==> src/rtl/bus_sched_pkg.sv <==
// Shared types and helpers for the round-robin packet bus scheduler.
package bus_sched_pkg;

  typedef enum logic [1:0] {IDLE, POP, PUSH} state_t;

  localparam logic [7:0] BCAST_ID_DEF = 8'hFF;
  localparam int         MAX_W        = 256;

  function automatic logic [MAX_W-1:0] onehot(input int unsigned idx);
    return MAX_W'(1) << idx;
  endfunction

  // Destination field sits in the top id_w bits of a pckg_sz-bit packet.
  function automatic logic [MAX_W-1:0] dest_field(input logic [MAX_W-1:0] pkt,
                                                  input int unsigned pckg_sz,
                                                  input int unsigned id_w);
    return (pkt >> (pckg_sz - id_w)) & ((MAX_W'(1) << id_w) - MAX_W'(1));
  endfunction

endpackage

==> src/rtl/rr_priority_picker.sv <==
// Combinational round-robin picker: first set request after 'last', wrapping modulo N.
module rr_priority_picker #(
  parameter int N  = 8,
  parameter int LW = (N > 1) ? $clog2(N) : 1
) (
  input  logic [N-1:0]  req,
  input  logic [LW-1:0] last,
  output logic [LW-1:0] gnt_idx,
  output logic          gnt_vld
);

  // Scan from the farthest candidate down so the nearest one after 'last' wins.
  always_comb begin
    gnt_idx = '0;
    gnt_vld = 1'b0;
    for (int k = N; k >= 1; k--) begin
      if (req[LW'((int'(last) + k) % N)]) begin
        gnt_vld = 1'b1;
        gnt_idx = LW'((int'(last) + k) % N);
      end
    end
  end

endmodule

==> src/rtl/bus_rr_scheduler.sv <==
// Round-robin scheduler for the shared packet bus: grant, pop the head packet,
// then deliver it to one destination FIFO or broadcast it to all others.
module bus_rr_scheduler
  import bus_sched_pkg::*;
#(
  parameter int              PCKG_SZ  = 16,
  parameter int              DRVS     = 8,
  parameter int              ID_W     = 8,
  parameter logic [ID_W-1:0] BCAST_ID = ID_W'(BCAST_ID_DEF)
) (
  input  logic                    clk,
  input  logic                    reset,
  input  logic [DRVS-1:0]         pndng,
  input  logic [DRVS*PCKG_SZ-1:0] D_pop,
  output logic [DRVS-1:0]         pop,
  output logic [DRVS-1:0]         push,
  output logic [PCKG_SZ-1:0]      D_push,
  output logic [ID_W-1:0]         grant_id,
  output logic                    busy,
  output logic                    err_drop
);

  localparam int LW = (DRVS > 1) ? $clog2(DRVS) : 1;

  state_t              state_q;
  logic [LW-1:0]       last_q;
  logic [ID_W-1:0]     grant_q;
  logic [PCKG_SZ-1:0]  pkt_q, dpush_q;
  logic [DRVS-1:0]     pop_q, push_q;
  logic                err_q;

  logic [LW-1:0]       pick_idx;
  logic                pick_vld;
  logic [PCKG_SZ-1:0]  slice [DRVS];
  logic [ID_W-1:0]     dest;
  logic [DRVS-1:0]     self_oh, dest_oh, tgt;
  logic                dest_ok, is_self, drop;

  for (genvar g = 0; g < DRVS; g++) begin : g_slice
    assign slice[g] = D_pop[g*PCKG_SZ +: PCKG_SZ];
  end

  rr_priority_picker #(.N(DRVS), .LW(LW)) u_pick (
    .req     (pndng),
    .last    (last_q),
    .gnt_idx (pick_idx),
    .gnt_vld (pick_vld)
  );

  // last_q always equals the granted driver once we leave IDLE.
  assign self_oh = DRVS'(onehot(32'(last_q)));
  assign dest    = ID_W'(dest_field(MAX_W'(pkt_q), PCKG_SZ, ID_W));
  assign dest_oh = DRVS'(onehot(32'(dest)));
  assign dest_ok = 32'(dest) < 32'(DRVS);
  assign is_self = 32'(dest) == 32'(last_q);

  always_comb begin
    tgt  = '0;
    drop = 1'b0;
    if (dest == BCAST_ID)       tgt  = ~self_oh;
    else if (dest_ok && !is_self) tgt = dest_oh;
    else                        drop = 1'b1;
  end

  always_ff @(posedge clk or posedge reset) begin
    if (reset) begin
      state_q <= IDLE;
      last_q  <= LW'(DRVS - 1);
      grant_q <= '0;
      pkt_q   <= '0;
      dpush_q <= '0;
      pop_q   <= '0;
      push_q  <= '0;
      err_q   <= 1'b0;
    end else begin
      pop_q  <= '0;
      push_q <= '0;
      err_q  <= 1'b0;
      case (state_q)
        IDLE: if (pick_vld) begin
          last_q  <= pick_idx;
          grant_q <= ID_W'(pick_idx);
          state_q <= POP;
        end
        POP: begin
          if (pndng[last_q]) begin
            pop_q   <= self_oh;
            pkt_q   <= slice[last_q];
            state_q <= PUSH;
          end else begin
            state_q <= IDLE;
          end
        end
        PUSH: begin
          push_q  <= tgt;
          err_q   <= drop;
          if (!drop) dpush_q <= pkt_q;
          state_q <= IDLE;
        end
        default: state_q <= IDLE;
      endcase
    end
  end

  assign pop      = pop_q;
  assign push     = push_q;
  assign D_push   = dpush_q;
  assign grant_id = grant_q;
  assign err_drop = err_q;
  assign busy     = (state_q != IDLE);

endmodule
==> config.mk <==
export PLATFORM = sky130hd
export DESIGN_NAME = bus_rr_scheduler
export DESIGN_NICKNAME = d
export VERILOG_FILES = /design/src/rtl/bus_sched_pkg.sv /design/src/rtl/rr_priority_picker.sv /design/src/rtl/bus_rr_scheduler.sv
export SDC_FILE = /design/constraint.sdc
export NUM_CORES = 1
export LEC_CHECK = 0
export ABC_AREA = 1
export BUFFER_PORTS_ARGS = -buffer_cell sky130_fd_sc_hd__clkbuf_2
export CORE_UTILIZATION = 45
export DETAILED_ROUTE_END_ITERATION = 8
export MAX_ROUTING_LAYER = met4
export PLACE_DENSITY = 0.77
export SLEW_MARGIN = 10
export SYNTH_ARGS = -nofsm -noshare
export SYNTH_HDL_FRONTEND = slang
export SYNTH_HIERARCHICAL = 1
export SYNTH_SLANG_ARGS = --single-unit
==> constraint.sdc <==
create_clock -name clk -period 2.2 [get_ports clk]
set_input_delay 0.11 -clock clk [delete_from_list [all_inputs] [get_ports clk]]
set_output_delay 0.11 -clock clk [all_outputs]
set_load 0.02 [all_outputs]
Word level (Yosys, flattened, before mapping)
Cells that the tools add are included.
{"block": "totals", "register_bits": 57, "in_bits": 138, "output_inout_bits": 42, "elab_cells": 100}
{"block": "op_classes", "n_addsub": 8, "n_lt_le_gt_ge": 11, "n_eq_ne": 5, "n_shift": 2, "mux": 56, "bitwise_logic": 3, "reduce_logical": 7}
{"operator": "binary-select mux 16 bit (select 3 bit)", "n": 1}
{"operator": "less-than comparator 3 x 5 -> 1 bit, second input constant", "n": 8}
{"operator": "two-way mux 8 bit", "n": 5}
{"operator": "two-way mux 16 bit", "n": 2}
{"operator": "two-way mux 1 bit", "n": 28}
{"operator": "binary-select mux 1 bit (select 3 bit)", "n": 9}
{"operator": "two-way mux 3 bit", "n": 8}
{"operator": "adder 3 bit, second input constant", "n": 4}
{"operator": "== test 8 x 3 -> 1 bit", "n": 1}
{"operator": "== test 8 bit, second input constant", "n": 1}
{"operator": "less-than comparator 8 x 4 -> 1 bit, second input constant", "n": 1}
{"operator": "inverter 8 bit", "n": 1}
{"operator": "<< shifter 1 x 3 -> 8 bit, first input constant", "n": 1}
{"operator": "<< shifter 1 x 8 -> 8 bit, first input constant", "n": 1}
{"operator": "adder 3 x 1 -> 3 bit, second input constant", "n": 2}
{"operator": "adder 3 x 2 -> 3 bit, second input constant", "n": 2}
{"operator": "AND reduction 2 bit", "n": 3}
{"operator": ">= comparator 4 bit, second input constant", "n": 1}
{"operator": "less-than comparator 3 x 4 -> 1 bit, second input constant", "n": 1}
{"operator": "two-way mux 2 bit", "n": 2}
{"operator": "inverter 3 -> 4 bit", "n": 1}
{"operator": "one-hot mux 2 bit (2 select lines)", "n": 1}
{"operator": "== test 2 x 1 -> 1 bit, second input constant", "n": 1}
{"operator": "== test 2 bit, second input constant", "n": 1}
{"operator": "other kinds (6)", "n": 6}

Logic depth before layout (Yosys ltp)
Gate-level depths: netlist (run 1).
{"block": "depth", "word_depth": 14, "mapped_depth": 17, "mapped_depth_nobuf": 16}

By module
The synthesis (run 1) kept the hierarchy.
{"module": "bus_rr_scheduler", "n_inst": 1, "cells_each": 624, "area_each_um2": 3860.0, "seq_area_each_um2": 1430.1}
{"module": "rr_priority_picker", "n_inst": 1, "cells_each": 123, "area_each_um2": 666.9, "seq_area_each_um2": 0.0}

Worst setup path after synthesis (run 1)
OpenSTA, ideal clock, no wires.
{"block": "synth_path", "path_kind": "reg-to-reg", "from": "reg last_q[1]", "to": "reg last_q[2]", "setup_ns": 0.079, "t_arrival_ns": 2.218, "required_time_ns": 2.121, "path_slack_ns": -0.097, "stages_incl_launch_ff": 14, "path_buffers": 1, "period_less_slack_ns": 2.297, "cell_sequence": "dfstp_2 -> buf_4 -> inv_2 -> ha_1 -> inv_2 -> nand3_1 -> nand3_1 -> nand2_1 -> inv_1 -> nand4_1 -> inv_1 -> nor2_1 -> nand2_1 -> o21ai_0"}
{"block": "synth_between", "elab_chain_cells": 13, "elab_cells_between_ends": 49, "classes_between": "8 x add/sub; 40 x mux; 1 x reduce/logical"}
{"item": "start: declaration", "line": "bus_rr_scheduler.sv:26", "source": "logic [LW-1:0] last_q;"}
{"item": "start signal: assignment", "line": "bus_rr_scheduler.sv:68", "source": "last_q <= LW'(DRVS - 1);"}
{"item": "start signal: assignment", "line": "bus_rr_scheduler.sv:81", "source": "last_q <= pick_idx;"}
{"item": "adder 3 x 1 -> 3 bit", "line": "rr_priority_picker.sv:17", "source": "if (req[LW'((int'(last) + k) % N)]) begin"}
{"item": "binary-select mux 1 bit (select 3 bit)", "line": "rr_priority_picker.sv:17"}
{"item": "two-way mux 1 bit (not written as such) (2 in series)", "line": "rr_priority_picker.sv:17"}
{"item": "two-way mux 1 bit (7 in series)", "line": "rr_priority_picker.sv:17"}
{"item": "two-way mux 1 bit (*)", "line": "rr_priority_picker.sv:17"}
{"item": "via pick_vld", "line": "bus_rr_scheduler.sv:33", "source": "logic pick_vld;"}
{"item": "AND reduction 2 bit (no source line) (*)"}
The timed path passes the listed nets; every way through them passes the cells marked *. The select of a mux whose other input is x is not followed.
A chain may end at the register's enable or synchronous reset.

Worst setup path after layout (run 1)
{"block": "layout_path", "from": "reg last_q[0]", "to": "reg grant_q[1] (netlist: grant_id[1])"}
{"block": "layout_between", "elab_chain_cells": 13, "elab_cells_between_ends": 49, "classes_between": "8 x add/sub; 40 x mux; 1 x reduce/logical"}
{"item": "adder 3 x 1 -> 3 bit", "line": "rr_priority_picker.sv:17"}
{"item": "binary-select mux 1 bit (select 3 bit)", "line": "rr_priority_picker.sv:17"}
{"item": "two-way mux 1 bit (not written as such) (2 in series)", "line": "rr_priority_picker.sv:17"}
{"item": "two-way mux 1 bit (7 in series)", "line": "rr_priority_picker.sv:17"}
{"item": "two-way mux 1 bit (*)", "line": "rr_priority_picker.sv:17"}
{"item": "via pick_vld", "line": "bus_rr_scheduler.sv:33"}
{"item": "AND reduction 2 bit (no source line) (*)"}
{"item": "end signal: assignment", "line": "bus_rr_scheduler.sv:82", "source": "grant_q <= ID_W'(pick_idx);"}
{"item": "end: declaration", "line": "bus_rr_scheduler.sv:27", "source": "logic [ID_W-1:0] grant_q;"}
Marked as above.

==> impl_metrics.ini, run 1 <==
[critical_path]
worst-endpoint-required_ns = 2.42
r2r_end = grant_id[1]
r2r_slack_ns = 0.09
timing.rr.start = last_q[0]
cp-end-kind = register
cp_data_arrival_time_ns = 2.33
cp_slowest_stage_delay_ns = 0.63
path_buf_inv = 3
crit_fanout = 7
crit_end = grant_id[1]
rr_worst_depth = 12
cp_cell_sequence = buf_6, ha_2, xnor2_2, inv_1, nand3_2, nand2_2, nor3_1, nand4_1, inv_2, nor2_4, nand2_1, nand2_1
crit_type = reg2reg
cpLargestDelayFamily = simple AND/OR/NAND/NOR gates
critical-path-slowest-cell = dfstp_2
crit_top_cell = nand2_1
crit_cells = 12
cp-start-kind = register
startpoint = last_q[0]

[timing]
max_slew_margin_pct = 59.5
fin_crit_sh_pct = 95.8
setup_viol = 0
max_freq_ghz = 0.475
skew_ns = 0.00807
maxSlewViolCount = 0
hold_viol = 0
rsz0062_at_grt = true
worst_slew_pin_slew_ns = 0.607
holdWs_ns = 0.211
timing.final.crit_period_ns = 2.11

[clock_tree]
clk_pin_slew_ns = 0.06
clock_path_buffers = 2
numCtsBuffers = 9
clkLatencyLatePin_ns = 0.34
ctsRootBufferMaster = clkbuf_8
cts_sinks = 57
cts_htree_levels = 3
cts_tree = yes

[die]
die_width_um = 102
dieArea_mm2 = 0.0105
start_util_pct = 46.3
core_area_mm2 = 0.00977
io-pin-count = 180
die_y_um = 102
fp-row-count = 36

[layout]
final_nets = 1058
layout-drive-gt1-share_pct = 28.5
syn2layout_area_growth_pct = 29.3
stdcell_area_mm2 = 0.00585
insertedDiodeCount = 0

[synth]
yosysMostFrequentCell = nand2_1
async_flop_share_pct = 100
syn-cell-area_mm2 = 0.00453
syn_inst = 747
ys_warn_count = 6
yosysUniqueCellTypes = 37
ys_seq_area_share_pct = 31.6
yosysTopAreaCell = nand2_1
synthFlopType = dfrtp_1
synth_seq_cells = 57
synth-edff-count = 0
synth.avg_cell_area_um2 = 6.06
synth_area_leaders = nand2_1 (34%), dfrtp_1 (30%), nand3_1 (12%), inv_1 (2.5%), nor2_1 (2.2%)
netlist.area_leader.share_pct = 34.2
synth_commonest_cells = nand2_1 (412), nand3_1 (105), dfrtp_1 (54), inv_1 (30), nor2_1 (27)

[pwr]
intPower_mw = 4.33
comb_power_share_pct = 69.5
p_sw_mw = 4.71
seqPwrFrac_pct = 18.6
p_leak_nw = 3.56
peakVddDrop_v = 0.000630
switching_share_pct = 52.1
pwr_density_cell_mw_per_mm2 = 1540
p_clk_share_pct = 11.9

[placement]
port_buffers = 174
dpl-instance-area_mm2 = 0.00551
place_hpwl_um = 10200
place_congestion = 0.972

[detailed_routing]
drt_first_pass_iters = 5
wl_per_cell_um = 12.3
drt_wl_total_um = 13000
first_iter_violations = 253
via_per_inst = 4.84
drc = 0
num_vias = 5109
ant_nets = 0

[grt]
grt_max_degree = 49
grt-ovfl-total = 0
antenna_found_initial = 0
gr-usage-all-layers_pct = 27.0
grt_pass1_wl_um = 21400
grt_pass1_vias = 4566

[status]
status = finished clean

[min_path]
hold_path_class = in2reg

[job]
drv_cap = 0
[worst min path at each step]
stage                         start  cells after the start    endpoint  slack, ns
final                     D_pop[40]                      7    pkt_q[8]       0.21
after global routing      D_pop[45]                      7   pkt_q[13]       0.25
after CTS                 D_pop[47]                      7   pkt_q[15]       0.20
after detailed placement      reset                      2  D_push[14]       0.20
after global placement        reset                      2  D_push[14]       0.20
after floorplan           D_pop[32]                      6    pkt_q[0]       0.43
[metal layers]
metal / vias to the layer above / global-route usage, % / share of wire (%)
li1: 2676 / - / -
met1: 2211 / 34.8 / 45
met2: 204 / 43.9 / 48
met5: - / - / 0
met4: 0 / 7.80 / 1.8
met3: 18 / 4.17 / 5.1
[cell families after synthesis]
| kind of cell | synth area share [%] |
|---|---|
| XOR/XNOR | 1.49 |
| AO/OA/AOI/OAI | 2.85 |
| buffers and inverters | 9.84 |
| AND/OR/NAND/NOR | 53.6 |
| flip-flops | 31.6 |
| other | 0.0828 |
| adder cells (fa/ha/maj) | 0.553 |
[flip-flops by register name, summed over array words and instances (netlist names)]
signal,count
D_push,16
state_q,2
grant_id,3
err_drop,1
push,8
last_q,3
pkt_q,16
pop,8
[worst register-to-register path, delay by kind of cell, from the launching register on]
kind                     cells  cell delay (ns)
AND/OR/NAND/NOR              7             0.70
flip-flops                   1             0.63
buffers and inverters        3             0.35
adder cells (fa/ha/maj)      1             0.19
XOR/XNOR                     1             0.14
[area by class of cell]
| class | instances | area, um^2 |
|---|---|---|
| timing repair buffer | 201 | 1120 |
| sequential | 57 | 1430 |
| fill | 1019 | 3920 |
| multi-input combinational | 611 | 2750 |
| inverter | 38 | 160 |
| clock buffer | 11 | 141 |
| clock inverter | 5 | 78.8 |
| tap | 133 | 166 |
[power by group through the flow]
stage               combinational (mW)  sequential (mW)  clock [mW]
CTS                               5.96             1.68        1.09
detailed placement                5.92             1.69           0
finish                            6.28             1.68        1.08
floorplan                         4.32             1.77           0
global route                      7.09             1.72        1.15
global placement                  5.95             1.70           0
[cell usage in the layout, fill, tap and decap left out, types with 2 or more instances in the layout]
cell type / Yosys / final
clkbuf_8: 0 / 10
conb_1: 1 / 5
nor3_1: 8 / 8
o21ai_2: 1 / 2
inv_1: 30 / 28
nand3_4: 0 / 4
dfstp_2: 3 / 3
bufinv_16: 0 / 2
nand3_2: 7 / 6
inv_2: 5 / 6
buf_4: 12 / 21
clkbuf_2: 0 / 174
nor2_2: 2 / 2
clkinv_2: 0 / 2
o21ai_1: 1 / 3
nand3_1: 105 / 102
nand2_2: 6 / 8
nand2_4: 2 / 3
xnor2_1: 3 / 3
dfrtp_1: 54 / 54
nand2_1: 412 / 409
nor2_1: 27 / 26
o21ai_0: 11 / 8
nand4_1: 3 / 3
buf_12: 0 / 3
a21oi_1: 6 / 6
inv_4: 2 / 2
buf_6: 8 / 2
[per-stage QoR]
step | utilization, % | instances | TNS, ns | total power, mW | setup slack [ns]
after global routing | 59.9 | 1056 | -0.134 | 9.96 | -0.0305
after floorplan | - | 751 | 0 | 6.10 | 0.00208
after detailed placement | 56.3 | 1038 | -0.0586 | 7.61 | -0.0310
after CTS | 58.7 | 1055 | 0 | 8.73 | 0.0147
final | 59.9 | 1056 | 0 | 9.04 | 0.0930
after global placement | 56.3 | 1038 | -0.0344 | 7.65 | -0.0344
[repair_timing]
| item | CTS | global route |
|---|---|---|
| hold endpoints to repair | 25 | 0 |
| endpoints found under the setup margin | 4 | 27 |
| buffers inserted | 0 | 1 |
| gates resized for setup | 3 | 24 |
| hold buffers | 1 | 0 |
| pin swaps | 0 | 6 |
Power figures use the tool's default switching activity.
==> inputs of run 2 (changes only) <==
GPL_TIMING_DRIVEN = 0   (was unset)
==> run 2 against run 1 <==
Net effect: register-to-register slack got worse by 0.06 ns; highest routed layer unchanged; critical path depth rose by 3; clock skew rose by 0.0046 ns; sequential cell count did not move; hold slack improved by 0.0080 ns; die area did not move.
==> impl_metrics.ini, run 2 (same netlist as run 1, synthesis figures left out) <==
[status]
status = finished clean

[pwr]
p_leak_nw = 3.64
pwr_density_cell_mw_per_mm2 = 1530
peakVddDrop_v = 0.000572

[placement]
dpl-instance-area_mm2 = 0.00560
place_congestion = 0.940
port_buffers = 174
dp_slack_ns = -0.440
place_hpwl_um = 11000

[critical_path]
cpLargestDelayFamily = simple AND/OR/NAND/NOR gates
cp_data_arrival_time_ns = 2.38
r2r_slack_ns = 0.03
critical-path-slowest-cell = dfstp_2
cp-end-kind = register
cp_slowest_stage_delay_ns = 0.57
crit_fanout = 10
rr_worst_depth = 15
startpoint = last_q[0]
path_buf_inv = 3
crit_top_cell = nand2_1
r2r_end = grant_id[1]
cp_cell_sequence = buf_8, inv_8, ha_4, inv_6, nand3_1, nand3_2, nand2_2, a21oi_1, nand3_1, nand2_1, nand2_1, nand2_1, a21oi_2, nand2_2, nand2_1
crit_end = grant_id[1]
worst-endpoint-required_ns = 2.41
crit_type = reg2reg
cp-start-kind = register
crit_cells = 15
timing.rr.start = last_q[0]

[timing]
setup_viol = 0
rsz0062_at_grt = true
max_slew_margin_pct = 64.4
hold_viol = 0
timing.final.crit_period_ns = 2.17
holdWs_ns = 0.219
worst_slew_pin_slew_ns = 0.534
setup_ws_ns = 0.0280
skew_ns = 0.0127
max_freq_ghz = 0.460
fin_crit_sh_pct = 98.7
maxSlewViolCount = 0

[detailed_routing]
first_iter_violations = 226
wl_per_cell_um = 12.5
ant_nets = 0
drt_wl_total_um = 13500
via_per_inst = 4.76
drt_first_pass_iters = 5
num_vias = 5146
drc = 0

[grt]
grt_max_degree = 33
grt_pass1_wl_um = 22100
grt_pass1_vias = 4843
gr-usage-all-layers_pct = 28.1
grt-ovfl-total = 0
antenna_found_initial = 0

[die]
die_width_um = 102
dieArea_mm2 = 0.0105
fp-row-count = 36
die_y_um = 102
core_area_mm2 = 0.00977
start_util_pct = 46.3
io-pin-count = 180

[layout]
final_cell_mix = nand2_1 (408), clkbuf_2 (174), nand3_1 (100), dfrtp_1 (54), inv_1 (28)
final_nets = 1084
final_common_cell = nand2_1
layout-drive-gt1-share_pct = 29.3
insertedDiodeCount = 0
syn2layout_area_growth_pct = 32.6
post-route-util_pct = 61.4
stdcell_area_mm2 = 0.00600
nFillCells = 989

[min_path]
hold_path_class = in2reg

[clock_tree]
clock_path_buffers = 2
cts_htree_levels = 3
cts_sinks = 57
numCtsBuffers = 9
clkLatencyLatePin_ns = 0.34
cts_tree = yes
clk_pin_slew_ns = 0.07
ctsRootBufferMaster = clkbuf_8

[job]
drv_cap = 0
run 2: worst register-to-register path: cells and delay by family, from the launching register on:
kind            cells  cell delay [ns]
compound gates      2             0.19
fa+ha+maj           1             0.28
buf+inv             3             0.26
flops               1             0.57
simple gates        9             0.76
run 2: worst min path at each step:
stage | from | endpoint | slack [ns] | depth (start not counted)
floorplan | D_pop[32] | pkt_q[0] | 0.43 | 6
global placement | D_push[12] | D_push[12] | 0.46 | 2
detailed placement | reset | D_push[14] | 0.16 | 2
CTS | D_pop[42] | pkt_q[10] | 0.20 | 7
global route | D_pop[37] | pkt_q[5] | 0.24 | 7
finish | D_pop[35] | pkt_q[3] | 0.22 | 7
run 2: where the power goes:
part	switching (mW)	total (mW)	internal, mW
logic	4.23	6.50	2.27
clock network	0.395	1.10	0.701
registers	0.190	1.60	1.41
run 2: layout make-up:
| class | instances | area (um^2) | share of cell area (%) |
|---|---|---|---|
| Tap cell | 133 | 166 | 2.77 |
| Sequential cell | 57 | 1430 | 23.8 |
| Clock inverter | 2 | 60.1 | 1.00 |
| Buffer | 45 | 298 | 4.96 |
| Clock buffer | 14 | 163 | 2.71 |
| Multi-Input combinational cell | 611 | 2780 | 46.3 |
| Inverter | 38 | 163 | 2.71 |
| Timing Repair Buffer | 182 | 946 | 15.8 |
run 2: layer usage:
layer	GRT usage (%)	up-vias	wire length [um]
met2	45.2	180	6410
met5	-	-	0
li1	-	2724	-
met4	12.6	0	471
met1	34.9	2208	5970
met3	4.17	34	696
run 2: repair_timing:
item / in CTS / in global routing
pin swaps: 3 / 8
setup endpoints to repair: 7 / 6
hold endpoints to repair: 24 / 0
resized for setup: 13 / 15
hold buffers: 1 / 0
buffers inserted: 4 / 2
run 2: metrics by stage:
step	TNS, ns	std cells	power (mW)
floorplan	0	751	6.10
global placement	-2.55	1058	7.52
detailed placement	-2.48	1059	7.55
CTS	0	1080	8.88
global route	-0.437	1082	10.1
finish	0	1082	9.19
==> inputs of run 3 (changes only) <==
clock period = 1.8 ns   (was 2.2 ns; I/O delays follow)
==> run 3 against run 2 <==
Net effect: the flow now finishes with violations (setup timing); largest power group unchanged; sequential cell count stayed put; first-iteration DRC count grew 6.6%; count of clock-buffer cells in the layout fell by 3; non-clock buffer count rose by 7; critical endpoint is now grant_id[0]; cell count up 0.65%; setup slack got worse by 0.38 ns; utilization rose by 1.8 points; global-route usage up 1.3 points; hold slack worse by 0.032 ns; via count grew 2.7%; total power is 27% higher; highest routed layer unchanged.
==> impl_metrics.ini, run 3 (same netlist as run 1, synthesis figures left out) <==
[detailed_routing]
drt_first_pass_iters = 5
drc = 0
drt_wl_total_um = 14300
wl_per_cell_um = 13.1
via_per_inst = 4.85
num_vias = 5284
ant_nets = 0
first_iter_violations = 241

[critical_path]
crit_type = reg2reg
critical-path-slowest-cell = dfstp_2
crit_fanout = 6
worst-endpoint-required_ns = 2.02
cp_cell_sequence = buf_6, inv_8, ha_4, inv_8, nand3_4, nand3_4, nand2_4, nor2_4, o21bai_1, nand2_1, nand2_1, nand2_1, nand3_1, nand2_1, nand2_2, nand2_1
cp-end-kind = register
crit_top_cell = nand2_1
cp-start-kind = register
cp_slowest_stage_delay_ns = 0.55
cp_data_arrival_time_ns = 2.37

[timing]
skew_ns = 0.00880
setup_viol = 20
maxSlewViolCount = 0
max_slew_margin_pct = 62.0
setup_ws_ns = -0.349
worst_slew_pin_slew_ns = 0.569
max_freq_ghz = 0.465
fin_crit_sh_pct = 119
hold_viol = 0
rsz0062_at_grt = true
holdWs_ns = 0.187
timing.final.crit_period_ns = 2.15

[layout]
final_nets = 1091
layout-drive-gt1-share_pct = 31.3
stdcell_area_mm2 = 0.00618
final_common_cell = nand2_1
syn2layout_area_growth_pct = 36.4
insertedDiodeCount = 0
final_cell_mix = nand2_1 (406), clkbuf_2 (177), nand3_1 (96), dfrtp_1 (54), inv_1 (28)

[pwr]
p_leak_nw = 3.69
power.total_mw = 11.7
peakVddDrop_v = 0.000795
pwr_density_cell_mw_per_mm2 = 1890

[grt]
grt_max_degree = 32
gr-usage-all-layers_pct = 29.4
grt_pass1_wl_um = 23100
antenna_found_initial = 0
grt_pass1_vias = 4912
grt-ovfl-total = 0

[placement]
port_buffers = 174
dpl-instance-area_mm2 = 0.00571
place_congestion = 0.922
place_hpwl_um = 11200
dp_slack_ns = -0.502

[status]
status = finished, violations left
violations = setup timing

[clock_tree]
numCtsBuffers = 9
cts_htree_levels = 3
cts_tree = yes
ctsRootBufferMaster = clkbuf_8
cts_sinks = 57
clock_path_buffers = 2
clk_pin_slew_ns = 0.07
clkLatencyLatePin_ns = 0.33

[die]
core_area_mm2 = 0.00977
die_y_um = 102
start_util_pct = 46.3
io-pin-count = 180
dieArea_mm2 = 0.0105
fp-row-count = 36
die_width_um = 102

[min_path]
hold_path_class = in2reg

[job]
drv_cap = 0
-- run 3: metal layers --
| layer | routed length, um | up-vias | GRT usage [%] |
|---|---|---|---|
| li1 | - | 2732 | - |
| met5 | 0 | - | - |
| met4 | 469 | 0 | 12.3 |
| met2 | 6850 | 187 | 47.0 |
| met3 | 654 | 33 | 4.04 |
| met1 | 6280 | 2332 | 37.2 |
-- run 3: power breakdown --
part	switching, mW	internal, mW
combinational	5.45	3.09
clock	0.508	0.672
sequential	0.238	1.72
total	6.19	5.48
-- run 3: per-stage QoR --
step	util [%]	setup TNS [ns]	cells
after CTS	62.3	-1.91	1087
after global placement	58.2	-16.09	1058
after floorplan	-	-1.49	751
after global routing	63.2	-4.81	1089
after detailed placement	58.4	-3.08	1059
final	63.2	-2.24	1089
-- run 3: worst paths after layout --
path	start	end	slack, ns	cells after the start
worst min register to register	D_push[5]	D_push[5]	0.47	2
min in group asynchronous	reset	D_push[15]	0.36	3
worst min-delay path	D_pop[35]	pkt_q[3]	0.19	7
worst max register to register	last_q[1]	grant_id[0]	-0.35	16
max in group asynchronous	reset	last_q[0]	0.81	4
worst max-delay path	last_q[1]	grant_id[0]	-0.35	16
-- run 3: cell type report --
type	count	area, um^2
inverters	38	170
clock inverters	5	55.1
clock buffers	11	141
flip-flops and latches	57	1430
repair buffers	189	996
fillers	976	3600
well taps	133	166
plain buffers	45	358
multi-input cells	611	2860
-- run 3: worst max-delay path, delay by kind of cell (launching register included) --
| family | cells | cell delay [ns] |
|---|---|---|
| and+or+nand+nor | 11 | 0.76 |
| DFF | 1 | 0.55 |
| adders and majority gates | 1 | 0.35 |
| buffers and inverters | 3 | 0.22 |
| AOI/OAI and AO/OA | 1 | 0.13 |
-- run 3: what timing repair did --
action,CTS,global route
gates resized for setup,26,27
setup buffers,11,1
hold buffers,1,0
cloned,0,1
endpoints found under the setup margin,8,46
pin swaps,12,4
endpoints found under the hold margin,24,0
